[src/rtl/msrv32_pc_redirect_unit.sv]
// -----------------------------------------------------------------------------
// msrv32_pc_redirect_unit
//
// Owns the architectural fetch PC of the msrv32 core. It takes the resolved
// branch decision from the execute stage, forms the redirect target
// (JAL / JALR / BRANCH), loads the PC, and raises a one-cycle flush after
// every redirect. A target with bit 1 set is reported as a misaligned
// instruction fetch. The trap unit may override the PC at any time.
//
// Parameters:
//   BOOT_ADDRESS     PC value loaded on reset.
//   TAKEN_COUNT_MAX  value at which taken_count_out saturates.
//
// Ports:
//   ms_riscv32_mp_clk_in   in   1   core clock, rising edge
//   ms_riscv32_mp_rst_in   in   1   synchronous active-high reset
//   branch_taken_in        in   1   branch/jump resolved taken
//   opcode_6_to_2_in       in   5   execute-stage opcode bits [6:2]
//   pc_ex_in               in  32   execute-stage PC
//   rs1_in                 in  32   rs1 operand (JALR base)
//   imm_in                 in  32   sign-extended immediate
//   stall_in               in   1   hold the PC, drop branches
//   trap_taken_in          in   1   trap / mret redirect request
//   trap_address_in        in  32   trap / mret target
//   pc_out                 out 32   registered fetch PC
//   pc_plus_4_out          out 32   pc_out + 4 (combinational)
//   flush_out              out  1   registered wrong-path kill
//   misaligned_instr_out   out  1   registered misaligned-target pulse
//   taken_count_out        out 32   saturating count of accepted redirects
// -----------------------------------------------------------------------------
module msrv32_pc_redirect_unit #(
  parameter logic [31:0] BOOT_ADDRESS    = 32'h0000_0000,
  parameter logic [31:0] TAKEN_COUNT_MAX = 32'hFFFF_FFFF
) (
  input  logic        ms_riscv32_mp_clk_in,
  input  logic        ms_riscv32_mp_rst_in,
  input  logic        branch_taken_in,
  input  logic [4:0]  opcode_6_to_2_in,
  input  logic [31:0] pc_ex_in,
  input  logic [31:0] rs1_in,
  input  logic [31:0] imm_in,
  input  logic        stall_in,
  input  logic        trap_taken_in,
  input  logic [31:0] trap_address_in,
  output logic [31:0] pc_out,
  output logic [31:0] pc_plus_4_out,
  output logic        flush_out,
  output logic        misaligned_instr_out,
  output logic [31:0] taken_count_out
);

  localparam logic [4:0] OP_JAL    = 5'b11011;
  localparam logic [4:0] OP_JALR   = 5'b11001;
  localparam logic [4:0] OP_BRANCH = 5'b11000;

  typedef enum logic [1:0] {
    S_BOOT      = 2'd0,
    S_RUN       = 2'd1,
    S_FLUSH     = 2'd2,
    S_WAIT_TRAP = 2'd3
  } state_t;

  // JALR clears bit 0 of its sum; JAL and BRANCH are PC-relative.
  function automatic logic [31:0] redirect_target(
    input logic [4:0]  opcode,
    input logic [31:0] pc_ex,
    input logic [31:0] rs1,
    input logic [31:0] imm
  );
    logic [31:0] sum;
    if (opcode == OP_JALR) begin
      sum = (rs1 + imm) & 32'hFFFF_FFFE;
    end else begin
      sum = pc_ex + imm;
    end
    return sum;
  endfunction

  state_t      state_r;
  state_t      state_nxt_s;
  logic [31:0] pc_r;
  logic [31:0] pc_nxt_s;
  logic        flush_r;
  logic        flush_nxt_s;
  logic        misaligned_r;
  logic        misaligned_nxt_s;
  logic [31:0] count_r;
  logic [31:0] count_nxt_s;
  logic        branch_ok_s;
  logic [31:0] target_s;
  logic [31:0] count_inc_s;

  // Only control-transfer opcodes can redirect; anything else is ignored.
  assign branch_ok_s = branch_taken_in &
                       ((opcode_6_to_2_in == OP_JAL)  ||
                        (opcode_6_to_2_in == OP_JALR) ||
                        (opcode_6_to_2_in == OP_BRANCH));
  assign target_s    = redirect_target(opcode_6_to_2_in, pc_ex_in, rs1_in, imm_in);
  assign count_inc_s = (count_r == TAKEN_COUNT_MAX) ? count_r : (count_r + 32'd1);

  // Next-state and next-output decode; trap beats stall beats branch.
  always_comb begin
    state_nxt_s      = state_r;
    pc_nxt_s         = pc_r;
    flush_nxt_s      = 1'b0;
    misaligned_nxt_s = 1'b0;
    count_nxt_s      = count_r;
    case (state_r)
      S_BOOT: begin
        state_nxt_s = S_RUN;
      end
      S_RUN: begin
        if (trap_taken_in) begin
          pc_nxt_s    = trap_address_in;
          flush_nxt_s = 1'b1;
          state_nxt_s = S_FLUSH;
        end else if (stall_in) begin
          state_nxt_s = S_RUN;
        end else if (branch_ok_s) begin
          flush_nxt_s = 1'b1;
          if (target_s[1]) begin
            // PC stays put; the trap unit decides where to go next.
            misaligned_nxt_s = 1'b1;
            state_nxt_s      = S_WAIT_TRAP;
          end else begin
            pc_nxt_s    = target_s;
            count_nxt_s = count_inc_s;
            state_nxt_s = S_FLUSH;
          end
        end else begin
          pc_nxt_s = pc_r + 32'd4;
        end
      end
      S_FLUSH: begin
        // The branch input belongs to the killed instruction here.
        if (trap_taken_in) begin
          pc_nxt_s    = trap_address_in;
          flush_nxt_s = 1'b1;
          state_nxt_s = S_FLUSH;
        end else if (stall_in) begin
          state_nxt_s = S_RUN;
        end else begin
          pc_nxt_s    = pc_r + 32'd4;
          state_nxt_s = S_RUN;
        end
      end
      S_WAIT_TRAP: begin
        if (trap_taken_in) begin
          pc_nxt_s    = trap_address_in;
          flush_nxt_s = 1'b1;
          state_nxt_s = S_FLUSH;
        end else begin
          state_nxt_s = S_WAIT_TRAP;
        end
      end
      default: begin
        state_nxt_s = S_RUN;
      end
    endcase
  end

  // State and output registers with synchronous reset.
  always_ff @(posedge ms_riscv32_mp_clk_in) begin
    if (ms_riscv32_mp_rst_in) begin
      state_r      <= S_BOOT;
      pc_r         <= BOOT_ADDRESS;
      flush_r      <= 1'b0;
      misaligned_r <= 1'b0;
      count_r      <= 32'd0;
    end else begin
      state_r      <= state_nxt_s;
      pc_r         <= pc_nxt_s;
      flush_r      <= flush_nxt_s;
      misaligned_r <= misaligned_nxt_s;
      count_r      <= count_nxt_s;
    end
  end

  assign pc_out               = pc_r;
  assign pc_plus_4_out        = pc_r + 32'd4;
  assign flush_out            = flush_r;
  assign misaligned_instr_out = misaligned_r;
  assign taken_count_out      = count_r;

endmodule

[config.mk]
export PLATFORM = sky130hd
export DESIGN_NAME = msrv32_pc_redirect_unit
export DESIGN_NICKNAME = d
export VERILOG_FILES = /design/src/rtl/msrv32_pc_redirect_unit.sv
export SDC_FILE = /design/constraint.sdc
export NUM_CORES = 1
export LEC_CHECK = 0
export ABC_AREA = 1
export CAP_MARGIN = 20
export CORE_AREA = 2 2 146 148
export DETAILED_ROUTE_END_ITERATION = 6
export DIE_AREA = 0 0 148 150
export PLACE_DENSITY_LB_ADDON = 0.08
export SLEW_MARGIN = 20
export SYNTH_ARGS = -nofsm -noshare
export SYNTH_HDL_FRONTEND = slang
export SYNTH_SLANG_ARGS = --single-unit
[constraint.sdc]
create_clock -name ms_riscv32_mp_clk_in -period 3.2 [get_ports ms_riscv32_mp_clk_in]
set_input_delay 0.8 -clock ms_riscv32_mp_clk_in [delete_from_list [all_inputs] [get_ports ms_riscv32_mp_clk_in]]
set_output_delay 0.8 -clock ms_riscv32_mp_clk_in [all_outputs]
set_load 0.02 [all_outputs]
# [Word level (Yosys, flattened, before mapping)]
# Index checks and enable logic that the tools add are counted.
[op_classes] addsub=4 multipliers=0 div=0 magnitude_cmp=0 eq_ne=12 n_shift=0 n_mux=22 bitwise=7 n_reduce_logical=8
[ops] op="32-bit 2-to-1 mux" n=8
[ops] op="32-bit case mux with 3 select lines" n=1
[ops] op="32-bit adder" n=2
[ops] op="32-bit by 1-bit adder with 32-bit output, second input constant" n=1
[ops] op="32-bit by 3-bit adder with 32-bit output, second input constant" n=1
[ops] op="32-bit == test, second input constant" n=1
[ops] op="5-bit == test, second input constant" n=3
[ops] op="2-bit 2-to-1 mux" n=4
[ops] op="4-bit inequality test, second input constant" n=2
[ops] op="2-bit case mux with 4 select lines" n=1
[ops] op="1-bit 2-to-1 mux" n=7
[ops] op="3-bit inequality test, second input constant" n=2
[ops] op="1-bit NOT" n=6
[ops] op="6-bit AND reduction" n=1
[ops] op="5-bit AND reduction" n=1
[ops] op="5-bit OR reduction" n=1
[ops] op="2-bit == test, second input constant" n=2
[ops] op="3-bit nonzero test" n=1
[ops] op="2-bit by 1-bit == test with 1-bit output, second input constant" n=1
[ops] op="2-bit logical NOT" n=1
[ops] op="1-bit logical OR" n=2
[ops] op="2-bit inequality test, second input constant" n=1
[ops] op="1-bit case mux with 2 select lines" n=1
[ops] op="2-bit OR reduction" n=1
[ops] op="1-bit bitwise AND" n=1
[totals] register_bits=68 latch_bits=0 ram_bits=0 rom_bits=0 inputBits=138 output_inout_bits=98 elab_cells=58 n_memories=0

# [Longest topological paths before layout]
[depth] ltp_word=8 ltp_mapped=18 depth_no_buf=18

# [Worst setup path before layout]
# No wires, ideal clock.
[synth_path] kind="register to output" from="register pc_r[2] (netlist: pc_out[2])" to="output pc_plus_4_out[26]" arrival_time_ps=1934 required_ps=2400 path_slack_ps=466 path_stages_with_launch=12 path_buffers=0 cell_sequence="dfxtp_1 > ha_1 > nand2_1 > inv_2 > nand3_4 > nor2_4 > nand3_4 > nor2_4 > nand3_4 > o21ai_1 > inv_1 > nor2_1"
[synth_between] elab_chain_cells=1
[synth_lines] element="start: declaration" line="81" source="logic [31:0] pc_r;"
[synth_lines] element="start signal: assignment" line="172" source="pc_r <= pc_nxt_s;"
[synth_lines] element="32-bit by 3-bit adder with 32-bit output" line="180" source="assign pc_plus_4_out = pc_r + 32'd4;"
[synth_lines] element="end: declaration" line="46" source="output logic [31:0] pc_plus_4_out,"
# Every way passes these cells.

# [Worst setup path after layout]
[layout_path] from="register pc_r[2] (netlist: pc_out[2])" to="output pc_plus_4_out[24]"
# The elaborated chain is that of the path after synthesis.

==> results by stage <==
Routing:
- The top routing layer in use is met4.
- Once detail routing completed, the nets flagged for antenna violations numbered 0.
- The wire length on met1 is approximately 17000 um.
- For this run, design rule violations remaining after detail routing come to 0.
- In the routed layout, each cell is associated on average with a via count of 5.38.
- The final layout contains routed wiring with a total length of 39400 um.
- For this block, the via count after detailed routing is 13200.
- The count of TritonRoute iterations in the first routing pass is 6.
- In the detailed route, the total length drawn on met2 is about 18000 um.
- The wire length per cell after detailed routing is ~16 um.
- Summed over all nets, wire length on met3 after detailed routing comes to 2810 um.
- The number of DRC markers in iteration 0 is 1111.

Timing:
- For this run, the top clock speed supported by timing is 329 MHz.
- The transition time of the tightest slew-check pin is 0.698 ns.
- The clock period minus final worst setup slack is 3.04 ns.
- In this run the tightest slew margin relative to its limit is 53.3%.
- Setup repair after global routing could not meet its margin everywhere.
- Across the routed clock network, the largest skew measured is 0.0102 ns.
- The number of setup violations in the final report is 0.
- The count of final max-slew check failures is 0.
- In the finished design, the share of the clock period the worst path needs comes to 95.0%.
- In the final timing run, aggregate negative setup slack is 0 ns.
- The count of final hold-check violations was 0.

Logic synthesis:
- The area of the mapped netlist is 0.0101 mm2.
- Averaged over all synthesized cells, the footprint is 5.31 um2.
- The number of nets produced by synthesis is about 2100.
- In the synthesized netlist, the cells that appear most often are nand2_1, inv_1, a21oi_1, nor2_1, nand3_1.
- By area the synthesized netlist is led by nand2_1, dfxtp_1, inv_1.
- After synthesis, flip-flops and latches occupy approximately 13% of the total area.
- In this run, synthesis inferred 0 flip-flops with an integrated enable.
- The post-synthesis async set-or-reset flop share is 0%.
- The most used standard cell by instance count after synthesis is nand2_1.
- The cell type with the largest total area after synthesis is nand2_1.
- For this run, the leading register cell type out of synthesis is dfxtp_1.
- Yosys mapped the design onto 44 distinct sky130hd cell types.
- The gate count of the mapped netlist is roughly 1900.
- Synthesis inferred 68 register bits.
- Summed over its instances, the top area cell type makes up 26.2% of the synthesized netlist area.
- Yosys printed 0 warnings.

GRT:
- The first global-routing pass estimated roughly 62000 um of wire.
- The initial antenna violation count is 0.
- The number of global-route vias before repair is 12400.
- The overall global routing resource usage is 34.9%.
- The residual overflow from global routing is 0.
- Entering global routing, the biggest net connects 47 pins.

Clocking:
- The H-tree generated during clock tree synthesis spans 3 levels.
- The TritonCTS sink count is 68.
- The buffer cell driving the clock tree root is clkbuf_16.
- The later-pin clock latency in the skew report is ~0.35 ns.
- TritonCTS built the clock tree.
- Clock tree synthesis inserted a total of 9 buffers.
- The clock transition at the register clock pins on the worst setup and hold paths after CTS is 0.06 ns.
- The maximum count of clock buffers along a single path is 2.

Layout:
- The multi-input combinational cells in the finished layout cover a total of roughly 0.0074 mm2.
- The number of antenna diodes in the final layout is 0.
- In the final layout, flip-flops and latches occupy 0.00137 mm2.
- Summing all non-filler instances in the final layout gives an area of 0.0136 mm2.
- The post-route netlist has 7.41% of its cells at a drive strength greater than 1.
- The net count of the finished layout is about 2400.
- Once layout is complete, the cells apart from fillers number ~2500.
- After filler insertion, the fill cell instance count of the layout stands at 2047.
- Compared with the post-synthesis result, the final layout area differs by 33.9%.

Place:
- The detailed placer's ending HPWL is roughly 32000 um.
- The final estimated routing congestion in global placement is 0.974.
- The placed instances occupy a cell area of 0.0132 mm2.
- After detailed placement, the design holds a cell count of 2447.
- The count of input and output buffers is around 240.

Worst setup path:
- Data on the critical path is required at its endpoint by roughly 2.4 ns.
- The worst setup path is launched from a flip-flop.
- STA classifies the critical path endpoint as an output pin.
- The critical setup path kind is flip-flop to output pin.
- The arrival time of data at the critical path endpoint is 2.24 ns.
- In this run the worst path has a maximum fanout of 5.

Floorplanning:
- The initial standard-cell utilization of the core is about half.
- The die area is about 0.022 mm2.
- The vertical die dimension is 150 um.
- The floorplan die width is 148 um.
- The core area is between 0.02 and 0.025 mm2.
- The site row count is 53.
- The number of top-level pins is 236.

Power:
- The overall power consumption is ~4 mW.
- The leakage power of the design is just under 7 nW.
- Across the VDD grid, the largest voltage drop is 0.195 mV.
- In this run the power density over the cells is 302 mW/mm2.

Status:
- The flow ran to the end, and the final reports show no timing, DRC or antenna violations.

Run:
- The max-capacitance violation count is 0.

Worst hold path:
- The worst hold path belongs to the class flip-flop to flip-flop.
## per-layer routing
layer / track usage, % / vias to the layer above
li1: - / 6615
met4: 13.7 / 0
met3: 4.48 / 115
met2: 60.0 / 615
met5: 0 / -
met1: 44.2 / 5903
## cell usage in the layout (no fill, tap or decap), types with 35 or more instances in the layout
cell type        netlist  final
a21oi_1              149    149
buf_4                  3     75
clkdlybuf4s50_1        0    214
dfxtp_1               68     61
ha_1                  63     63
inv_1                301    301
nand2_1              706    705
nand3_1              122    122
nand4_1               35     35
nor2_1               142    142
o21ai_0               67     66
xor2_1                36     35
## stage by stage
| stage | hold slack (ns) | setup slack, ns | utilization (%) |
|---|---|---|---|
| after CTS | 0.506 | 0.00487 | 65.3 |
| after floorplan | 0.553 | 0.466 | - |
| after global routing | 0.520 | -0.00209 | 65.5 |
| final | 0.507 | 0.161 | 65.5 |
| after global placement | 0.468 | -0.0513 | 63.8 |
| after detailed placement | 0.499 | -0.125 | 63.8 |
## sequential cells by signal, indices dropped and copies added, names as in the netlist
signal and cells:
state_r 2, taken_count_out 32, flush_out 1, pc_out 32
misaligned_instr_out 1
## cells by family (layout without fill, tap and decap cells)
| kind of cell | Yosys count | after routing | synth area share (%) |
|---|---|---|---|
| adder cells (fa/ha/maj) | 65 | 65 | 8.19 |
| flip-flops | 68 | 68 | 13.5 |
| buffers and inverters | 355 | 637 | 13.5 |
| AND/OR/NAND/NOR | 1112 | 1112 | 47.1 |
| XOR/XNOR | 46 | 46 | 4.13 |
| AO/OA/AOI/OAI | 259 | 259 | 13.6 |
## final cells by class
class                           count  share of cell area (%)
Timing Repair Buffer              311                    21.7
Multi-Input combinational cell   1482                    54.9
Inverter                          311                    8.61
Tap cell                          275                    2.54
Clock inverter                      6                   0.489
Sequential cell                    68                    10.1
Clock buffer                        9                    1.66
## power breakdown
group          internal (mW)  switching, mW  total, mW  leakage, nW
Combinational          0.847           1.24       2.09         6.19
Sequential             0.912         0.0830      0.995        0.558
Clock                  0.599          0.419       1.02        0.134
## worst paths after layout
| kind | cells after the start | to | start | slack (ns) |
|---|---|---|---|---|
| max reg2reg | 7 | pc_out[2] | state_r[1] | 0.96 |
| min | 2 | pc_out[1] | pc_out[1] | 0.51 |
| min reg2reg | 2 | pc_out[1] | pc_out[1] | 0.51 |
| max | 11 | pc_plus_4_out[24] | pc_out[2] | 0.16 |
## critical path, cell delays in order (launching register included)
cell and delay [ns]:
dfxtp_1 0.35, ha_1 0.18, nand2_1 0.07, inv_2 0.09, nand3_4 0.09, nor2_4 0.14, nand3_4 0.14, nor2_4 0.16
nand3_4 0.12, o21ai_2 0.18, inv_1 0.06, dlygate4sd2_1 0.31
## timing repair
action | CTS | global route
endpoints found under the hold margin | 0 | 0
setup endpoints to repair | 12 | 17
buffers inserted | 0 | 0
cloned | 0 | 0
hold buffers | 0 | 0
gates resized for setup | 20 | 26
Note: power is estimated with default switching activity, not from simulation.
